===== config.mk =====
export PLATFORM = sky130hd
export DESIGN_NAME = gating_topk_router_flat
export DESIGN_NICKNAME = d
export VERILOG_FILES = /design/src/rtl/gating_topk_router_if.sv /design/src/rtl/gating_topk_router.sv /design/src/flat_wrapper.sv
export SDC_FILE = /design/constraint.sdc
export NUM_CORES = 2
export LEC_CHECK = 0
export ABC_CLOCK_PERIOD_IN_PS = 6880
export CORE_ASPECT_RATIO = 1.4
export CORE_MARGIN = 2
export CORE_UTILIZATION = 45
export CTS_CLUSTER_DIAMETER = 30
export DETAILED_ROUTE_END_ITERATION = 6
export DONT_BUFFER_PORTS = 1
export SKIP_LAST_GASP = 1
export SYNTH_ARGS = -nofsm -noshare
export SYNTH_HDL_FRONTEND = slang
export SYNTH_SLANG_ARGS = --single-unit
export TNS_END_PERCENT = 10

===== constraint.sdc =====
create_clock -name clk -period 6.88 [get_ports clk]
set_input_delay 1.032 -clock clk [delete_from_list [all_inputs] [get_ports clk]]
set_output_delay 1.032 -clock clk [all_outputs]
set_load 0.005 [all_outputs]

===== src/rtl/gating_topk_router_if.sv =====
// Ready/valid bundle for the Top-K router: logit beats in, ranked
// (score, expert-id) entries out.
interface gating_topk_router_if #(
  parameter int LANES = 16,
  parameter int DW    = 16,
  parameter int IDW   = 7
);
  logic                in_valid;
  logic                in_ready;
  logic [LANES*DW-1:0] in_vec;
  logic                in_last;
  logic                out_valid;
  logic                out_ready;
  logic [DW-1:0]       out_score;
  logic [IDW-1:0]      out_id;
  logic                out_last;

  modport master (
    output in_valid, in_vec, in_last, out_ready,
    input  in_ready, out_valid, out_score, out_id, out_last
  );

  modport slave (
    input  in_valid, in_vec, in_last, out_ready,
    output in_ready, out_valid, out_score, out_id, out_last
  );
endinterface


===== src/rtl/gating_topk_router.sv =====
// Streaming Top-K router: serialises FP16 logit beats into a sorted
// K-entry list and emits the winners highest-first.
module gating_topk_router #(
  parameter int LANES = 16,
  parameter int DW    = 16,
  parameter int KMAX  = 8,
  parameter int KW    = 3,
  parameter int IDW   = 7
) (
  input  logic          clk,
  input  logic          rst_n,
  input  logic          start,
  input  logic [KW-1:0] cfg_k,
  gating_topk_router_if.slave bus,
  output logic          busy,
  output logic          err_ovf
);
  localparam int LW = $clog2(LANES);

  typedef enum logic [1:0] {IDLE, LOAD, SCAN, EMIT} state_e;

  state_e              state_q, state_d;
  logic [LANES*DW-1:0] beat_q;
  logic                last_q;
  logic [LW-1:0]       lane_q;
  logic [IDW-1:0]      cnt_q;
  logic                sat_q, err_q;
  logic [KW-1:0]       k_q, e_q;

  logic [DW-1:0]   sc_q [KMAX];
  logic [DW-1:0]   sc_d [KMAX];
  logic [IDW-1:0]  id_q [KMAX];
  logic [IDW-1:0]  id_d [KMAX];
  logic [KMAX-1:0] v_q, v_d, gt, gt_prev;

  logic          acc, scan_en, take, emit_hs;
  logic [DW-1:0] new_s, new_k;

  // Monotone unsigned rank of an FP16 value; NaN sinks to the bottom.
  function automatic logic [DW-1:0] key_f(input logic [DW-1:0] s);
    if (s[14:10] == 5'h1f && s[9:0] != 10'd0) return '0;
    return s[DW-1] ? ~s : (s | {1'b1, {(DW-1){1'b0}}});
  endfunction

  assign acc     = bus.in_valid && (state_q == LOAD) && !start;
  assign scan_en = (state_q == SCAN) && !start;
  assign take    = scan_en && !sat_q;
  assign emit_hs = bus.out_valid && bus.out_ready && !start;
  assign new_s   = beat_q[DW-1:0];
  assign new_k   = key_f(new_s);

  always_comb begin
    gt = '0;
    for (int i = 0; i < KMAX; i++) begin
      gt[i] = (KW'(i) <= k_q) &&
              (!v_q[i] || new_k > key_f(sc_q[i]));
    end
  end

  assign gt_prev = {gt[KMAX-2:0], 1'b0};

  // Insert at the first displaced slot; everything below moves down.
  always_comb begin
    v_d = v_q;
    for (int i = 0; i < KMAX; i++) begin
      sc_d[i] = sc_q[i];
      id_d[i] = id_q[i];
    end
    if (start) begin
      v_d = '0;
    end else if (take) begin
      for (int i = 0; i < KMAX; i++) begin
        if (gt[i] && !gt_prev[i]) begin
          sc_d[i] = new_s;
          id_d[i] = cnt_q;
          v_d[i]  = 1'b1;
        end
      end
      for (int i = 1; i < KMAX; i++) begin
        if (gt[i] && gt_prev[i]) begin
          sc_d[i] = sc_q[i-1];
          id_d[i] = id_q[i-1];
          v_d[i]  = v_q[i-1];
        end
      end
    end
  end

  always_comb begin
    state_d = state_q;
    unique case (state_q)
      IDLE: state_d = IDLE;
      LOAD: if (acc) state_d = SCAN;
      SCAN: if (lane_q == LW'(LANES-1))
              state_d = last_q ? EMIT : LOAD;
      EMIT: if (emit_hs && bus.out_last) state_d = IDLE;
      default: state_d = IDLE;
    endcase
    if (start) state_d = LOAD;
  end

  always_ff @(posedge clk) begin
    if (!rst_n) begin
      state_q <= IDLE;
      beat_q  <= '0;
      last_q  <= 1'b0;
      lane_q  <= '0;
      cnt_q   <= '0;
      sat_q   <= 1'b0;
      err_q   <= 1'b0;
      k_q     <= '0;
      e_q     <= '0;
      v_q     <= '0;
      for (int i = 0; i < KMAX; i++) begin
        sc_q[i] <= '0;
        id_q[i] <= '0;
      end
    end else begin
      state_q <= state_d;
      v_q     <= v_d;
      for (int i = 0; i < KMAX; i++) begin
        sc_q[i] <= sc_d[i];
        id_q[i] <= id_d[i];
      end
      if (start) begin
        k_q   <= cfg_k;
        cnt_q <= '0;
        sat_q <= 1'b0;
        err_q <= 1'b0;
        e_q   <= '0;
      end else begin
        if (acc) begin
          beat_q <= bus.in_vec;
          last_q <= bus.in_last;
          lane_q <= '0;
        end
        if (scan_en) begin
          beat_q <= beat_q >> DW;
          lane_q <= lane_q + 1'b1;
          if (sat_q)             err_q <= 1'b1;
          else if (&cnt_q)       sat_q <= 1'b1;
          else                   cnt_q <= cnt_q + 1'b1;
        end
        if (emit_hs) e_q <= e_q + 1'b1;
      end
    end
  end

  assign bus.in_ready  = (state_q == LOAD);
  assign bus.out_valid = (state_q == EMIT);
  assign bus.out_score = bus.out_valid ? sc_q[e_q] : '0;
  assign bus.out_id    = bus.out_valid ? id_q[e_q] : '0;
  assign bus.out_last  = bus.out_valid && (e_q == k_q);
  assign busy          = (state_q != IDLE);
  assign err_ovf       = err_q;
endmodule

===== src/flat_wrapper.sv =====
// flat-port wrapper written by rule: the top's interface ports become plain ports
module gating_topk_router_flat 
#(
  parameter int LANES = 16,
  parameter int DW    = 16,
  parameter int KMAX  = 8,
  parameter int KW    = 3,
  parameter int IDW   = 7
)
  (clk, rst_n, start, cfg_k, busy, err_ovf, bus_in_valid, bus_in_vec, bus_in_last, bus_out_ready, bus_in_ready, bus_out_valid, bus_out_score, bus_out_id, bus_out_last);
  gating_topk_router_if #(.LANES(LANES), .DW(DW), .IDW(IDW)) bus_i ();
  input  logic clk;
  input  logic rst_n;
  input  logic start;
  input  logic [KW-1:0] cfg_k;
  output logic busy;
  output logic err_ovf;
  input wire logic [$bits(bus_i.in_valid)-1:0] bus_in_valid;
  input wire logic [$bits(bus_i.in_vec)-1:0] bus_in_vec;
  input wire logic [$bits(bus_i.in_last)-1:0] bus_in_last;
  input wire logic [$bits(bus_i.out_ready)-1:0] bus_out_ready;
  output wire logic [$bits(bus_i.in_ready)-1:0] bus_in_ready;
  output wire logic [$bits(bus_i.out_valid)-1:0] bus_out_valid;
  output wire logic [$bits(bus_i.out_score)-1:0] bus_out_score;
  output wire logic [$bits(bus_i.out_id)-1:0] bus_out_id;
  output wire logic [$bits(bus_i.out_last)-1:0] bus_out_last;
  assign bus_i.in_valid = bus_in_valid;
  assign bus_i.in_vec = bus_in_vec;
  assign bus_i.in_last = bus_in_last;
  assign bus_i.out_ready = bus_out_ready;
  assign bus_in_ready = bus_i.in_ready;
  assign bus_out_valid = bus_i.out_valid;
  assign bus_out_score = bus_i.out_score;
  assign bus_out_id = bus_i.out_id;
  assign bus_out_last = bus_i.out_last;
  gating_topk_router #(.LANES(LANES), .DW(DW), .KMAX(KMAX), .KW(KW), .IDW(IDW)) u_core (.clk(clk), .rst_n(rst_n), .start(start), .cfg_k(cfg_k), .bus(bus_i), .busy(busy), .err_ovf(err_ovf));
endmodule

== After elaboration in Yosys (flattened, before gate mapping) ==
Memory sizes are Yosys's and may differ from the RTL's. A register that Yosys moved wholly into a read port is not among the register bits.
Index checks and enable logic that the tools add are counted.

* Bits in registers: 286
* RAM bits: 184
* Input port bits: 265
* Output and inout bits: 28
* Word-level logic and storage cells: 311
* Memories kept: 2

* $add $sub $neg: 3
* Order comparisons: 16
* Equality and inequality tests: 23
* Multiplexer cells: 120
* Bitwise logic cells: 29
* Reductions and logical operators: 100

{| class="wikitable"
|+ Memory list
! memory !! depth !! bits a word !! read ports !! clocked after memory_dff !! write ports !! RTL line !! RTL
|-
| u_core.sc_q || 8 || 16 || 9 || 1 || 8 || gating_topk_router.sv:30 || <nowiki>logic [DW-1:0] sc_q [KMAX];</nowiki>
|-
| u_core.id_q || 8 || 7 || 8 || 1 || 8 || gating_topk_router.sv:32 || <nowiki>logic [IDW-1:0] id_q [KMAX];</nowiki>
|}

{| class="wikitable"
|+ Operator list
! operator !! number
|-
| 16-bit two-way mux || 51
|-
| 256-bit two-way mux || 2
|-
| 128-bit two-way mux || 2
|-
| 7-bit two-way mux || 24
|-
| 16-bit inverter || 9
|-
| 16-bit greater-than comparator || 8
|-
| 56-bit two-way mux || 2
|-
| 10-bit nonzero test || 9
|-
| 5-bit == test (second input constant) || 9
|-
| 1-bit logical AND || 39
|-
| 1-bit two-way mux || 28
|-
| 2-bit AND reduction || 11
|-
| 2-bit nonzero test || 9
|-
| 1-bit logical NOT || 17
|-
| 1-bit OR || 16
|-
| 3-bit <= comparator (first input constant) || 4
|-
| 3-bit two-way mux || 4
|-
| 3-bit AND reduction || 3
|-
| 1-bit logical OR || 8
|-
| 2-bit two-way mux || 4
|-
| 4-bit two-way mux || 2
|-
| 2-bit one-hot mux with 4 select lines || 1
|-
| 7-bit by 1-bit adder with 7-bit output (second input constant) || 1
|-
| 7-bit AND reduction || 1
|-
| other kinds (18) || 27
|}

== Depth between registers and ports, before layout ==
An unclocked memory read counts as a cell.

* Depth after elaboration: 15
* Depth in mapped cells: 17
* Depth with buffers taken out: 14

== Worst setup path before layout ==
Ideal clock, no wire load.

* Kind: register -> register
* From: register u_core.beat_q[2]
* To: memory u_core.id_q[7][0] (enable)
* Setup time: 0.282 ns
* Data arrival time: 3.689 ns
* Data required time: 6.598 ns
* Path slack: 2.909 ns
* Stages on the path, launching flop included: 17
* Path buffers: 4
* Clock period less this slack: 3.971 ns
* Path through: dfxtp_1 nor4_1 a31oi_1 clkbuf_1 nor2_1 ha_1 a21o_1 a21o_1 a211o_1 a21oi_1 and4b_1 a211o_1 buf_2 o21a_1 clkbuf_1 clkbuf_1 inv_1

{| class="wikitable"
|+ RTL lines
! what !! RTL line !! RTL
|-
| start: declaration || gating_topk_router.sv:23 || <nowiki>logic [LANES*DW-1:0] beat_q;</nowiki>
|-
| start signal: assignment || gating_topk_router.sv:133 || <nowiki>beat_q <= bus.in_vec;</nowiki>
|-
| start signal: assignment || gating_topk_router.sv:138 || <nowiki>beat_q <= beat_q >> DW;</nowiki>
|-
| end: declaration || gating_topk_router.sv:32 ||
|}

==> flow_summary.ini <==
[run_status]
status = completed

[route]
postRouteAntennaNets = 0
vias = 25400
via_per_inst = 6.27
drt-wirelength-per-cell_um = 24.9
dr.pass1.iters = 5
drtIter0Drc = 2180
wirelength_um = 101000
drcViolationCount = 0

[cts]
clk-insertion-delay-late_ps = 660
clkTransAtPathRegs_ps = 50
cts_max_path_buffers = 3
cts.sink_count = 473
cts_setup_buffers = 0
ctsHoldBuffers = 0
ctsResizeCount = 0
cts_buffers = 101
cts-root-buf = clkbuf_16
htree_levels = 3
cts_tree = done

[floorplanning]
rows = 106
io_pins = 293
die_width_um = 211
dieHeight_um = 294
initial_utilization = 0.454
coreArea_um2 = 59500
die-area_um2 = 62100

[sta]
worst_pin_slew_ps = 1110
setup_viol = 0
drv_slew = 0
fmax_ghz = 0.186
rsz0062_at_grt = no
max_slew_margin = 0.262
fin_crit_sh = 0.782
hold_viol = 0
clock_skew_ps = 37.7
layout_min_cycle_time_ps = 5380
fin_setup_tns_ps = 0

[global_route]
grt_max_degree = 245
antenna_found_initial = 3
grt_usage = 0.317
grt_first_pass_wirelength_um = 151000
grt_pass1_vias = 25000
grt-ovfl-total = 0

[logic_synthesis]
yosysSeqAreaShare = 0.353
synth_cells = 3346
synthMuxAreaShare = 0.0935
syn_area_per_cell_um2 = 8.08
synth_simple_gate_area_frac = 0.198
ys_ff_latch = 473
ys_types = 73
synthAdderAreaFrac = 0.0591
synth_edf_count = 7
synthFlopType = dfxtp_1
synthArstFlopShare = 0
synthXorXnorAreaFrac = 0.0421
synth_compound_area_frac = 0.207
synth_nets = 3738
yosys_warnings = 0
synth_area_um2 = 27000
synth_top_family_by_area = compound AO/OA/AOI/OAI gates

[cells_and_area]
drive_gt1_frac = 0.102
finalNetCount = 3601
final_area_um2 = 31000
stdcell_count = 4054
area_delta_synth_final_pct = 14.8
final_cell_mix = 726 x nand2_1, 464 x dfxtp_1, 316 x nor2_1, 265 x a311oi_1, 188 x a21oi_1
final_common_cell = nand2_1

[setup_path]
critPathMaxStageDelay_ps = 900
crit_chain = nor2_1, a31oi_1, buf_4, nor2_1, mux2_2, ha_1, nand3_1, or3_1, nor3_1, nand4_1, a31oi_1, nand2_1, a21oi_2, buf_4, o2bb2ai_1
crit_slowest_cell = dfxtp_1
cp_max_fo = 14
critPathArrivalTime_ps = 5940
cp_data_required_time_ps = 7440
path_class = flip-flop to flip-flop
end_kind = flip-flop
start_kind = flip-flop

[power]
p_per_area_nw_per_um2 = 275
peakVddDrop_v = 0.000229
p_leak_uw = 0.0118
power_uw = 8540

[placement]
portBuffers = 0
gp_congestion = 1.00
post_dp_cell_area_um2 = 27400
dp_hpwl_um = 69500
placed_cells = 3862

[hold_path]
hold_path_class = flip-flop to flip-flop

[flow_run]
cap_viol_max_count = 0
==> power breakdown <==
part / switching, uW / internal [uW]
sequential: 42.3 / 2800
combinational: 350 / 187
clock: 1740 / 3410
total: 2140 / 6400
==> per-stage QoR <==
stage	utilization	setup WS [ps]	hold slack, ps
2_1_floorplan	-	2910	422
6_report	0.521	1500	455
3_5_place_dp	0.460	1720	448
3_3_place_gp	0.460	1920	436
4_1_cts	0.521	1670	454
5_1_grt	0.521	1290	468
==> per-layer routing <==
metal  vias to the layer above  track usage  part of all wire
met5                         -            0           0.00013
li1                      11800            -                 -
met1                     12200        0.363              0.37
met4                         2        0.209             0.067
met2                      1137        0.522              0.47
met3                       331       0.0822             0.086
==> worst paths after layout <==
check                                     endpoint          startpoint  cells after the start  slack [ps]
worst max-delay path             u_core.sc_q[3][3]    u_core.beat_q[6]                     15        1500
worst min-delay path            u_core.beat_q[255]  u_core.beat_q[255]                      2         460
worst max register to register   u_core.sc_q[3][3]    u_core.beat_q[6]                     15        1500
worst min register to register  u_core.beat_q[255]  u_core.beat_q[255]                      2         460
==> synthesized netlist by cell type (33+ instances only) <==
cell | n | area share
nand2_1 | 726 | 0.10
dfxtp_1 | 466 | 0.35
nor2_1 | 324 | 0.045
a311oi_1 | 265 | 0.086
clkbuf_1 | 247 | 0.034
o21ai_0 | 190 | 0.035
a21oi_1 | 189 | 0.035
mux2i_1 | 139 | 0.051
ha_1 | 127 | 0.059
xor2_1 | 112 | 0.036
nand3_1 | 71 | 0.013
mux4_2 | 46 | 0.038
o2bb2ai_1 | 39 | 0.013
nor2b_1 | 33 | 0.0076
==> critical path, delay by kind of cell (launching register included) <==
family | cells | cell delay [ps]
adders and majority gates | 1 | 390
AOI/OAI and AO/OA | 4 | 1340
muxes | 1 | 520
DFF | 1 | 900
buffers and inverters | 2 | 600
and+or+nand+nor | 7 | 1510
==> area by class of cell <==
type	count	area [um^2]
flip-flops and latches	473	9540
repair buffers	62	503
fillers	5627	28500
diodes	2	5.00
clock inverters	74	987
well taps	756	946
inverters	21	86.3
clock buffers	116	2670
multi-input cells	2550	16300
==> flip-flops by register name, indices dropped and copies added (netlist names), named ones only <==
signal and count:
u_core.cnt_q 7, u_core.v_q 8, u_core.beat_q 256, u_core.last_q 1, u_core.err_ovf 1, u_core.e_q 3, u_core.sat_q 1, u_core.lane_q 4
u_core.state_q 2, u_core.sc_q 128, u_core.id_q 56, u_core.k_q 3
==> cells by family (layout without fill, tap and decap cells) <==
group	after synthesis	in the layout
DFF	473	473
buffers and inverters	323	273
adders and majority gates	128	128
and+or+nand+nor	1283	1283
AOI/OAI and AO/OA	816	816
muxes	194	194
xor gates and xnor gates	129	129
other	0	2
Power figures use the tool's default switching activity.
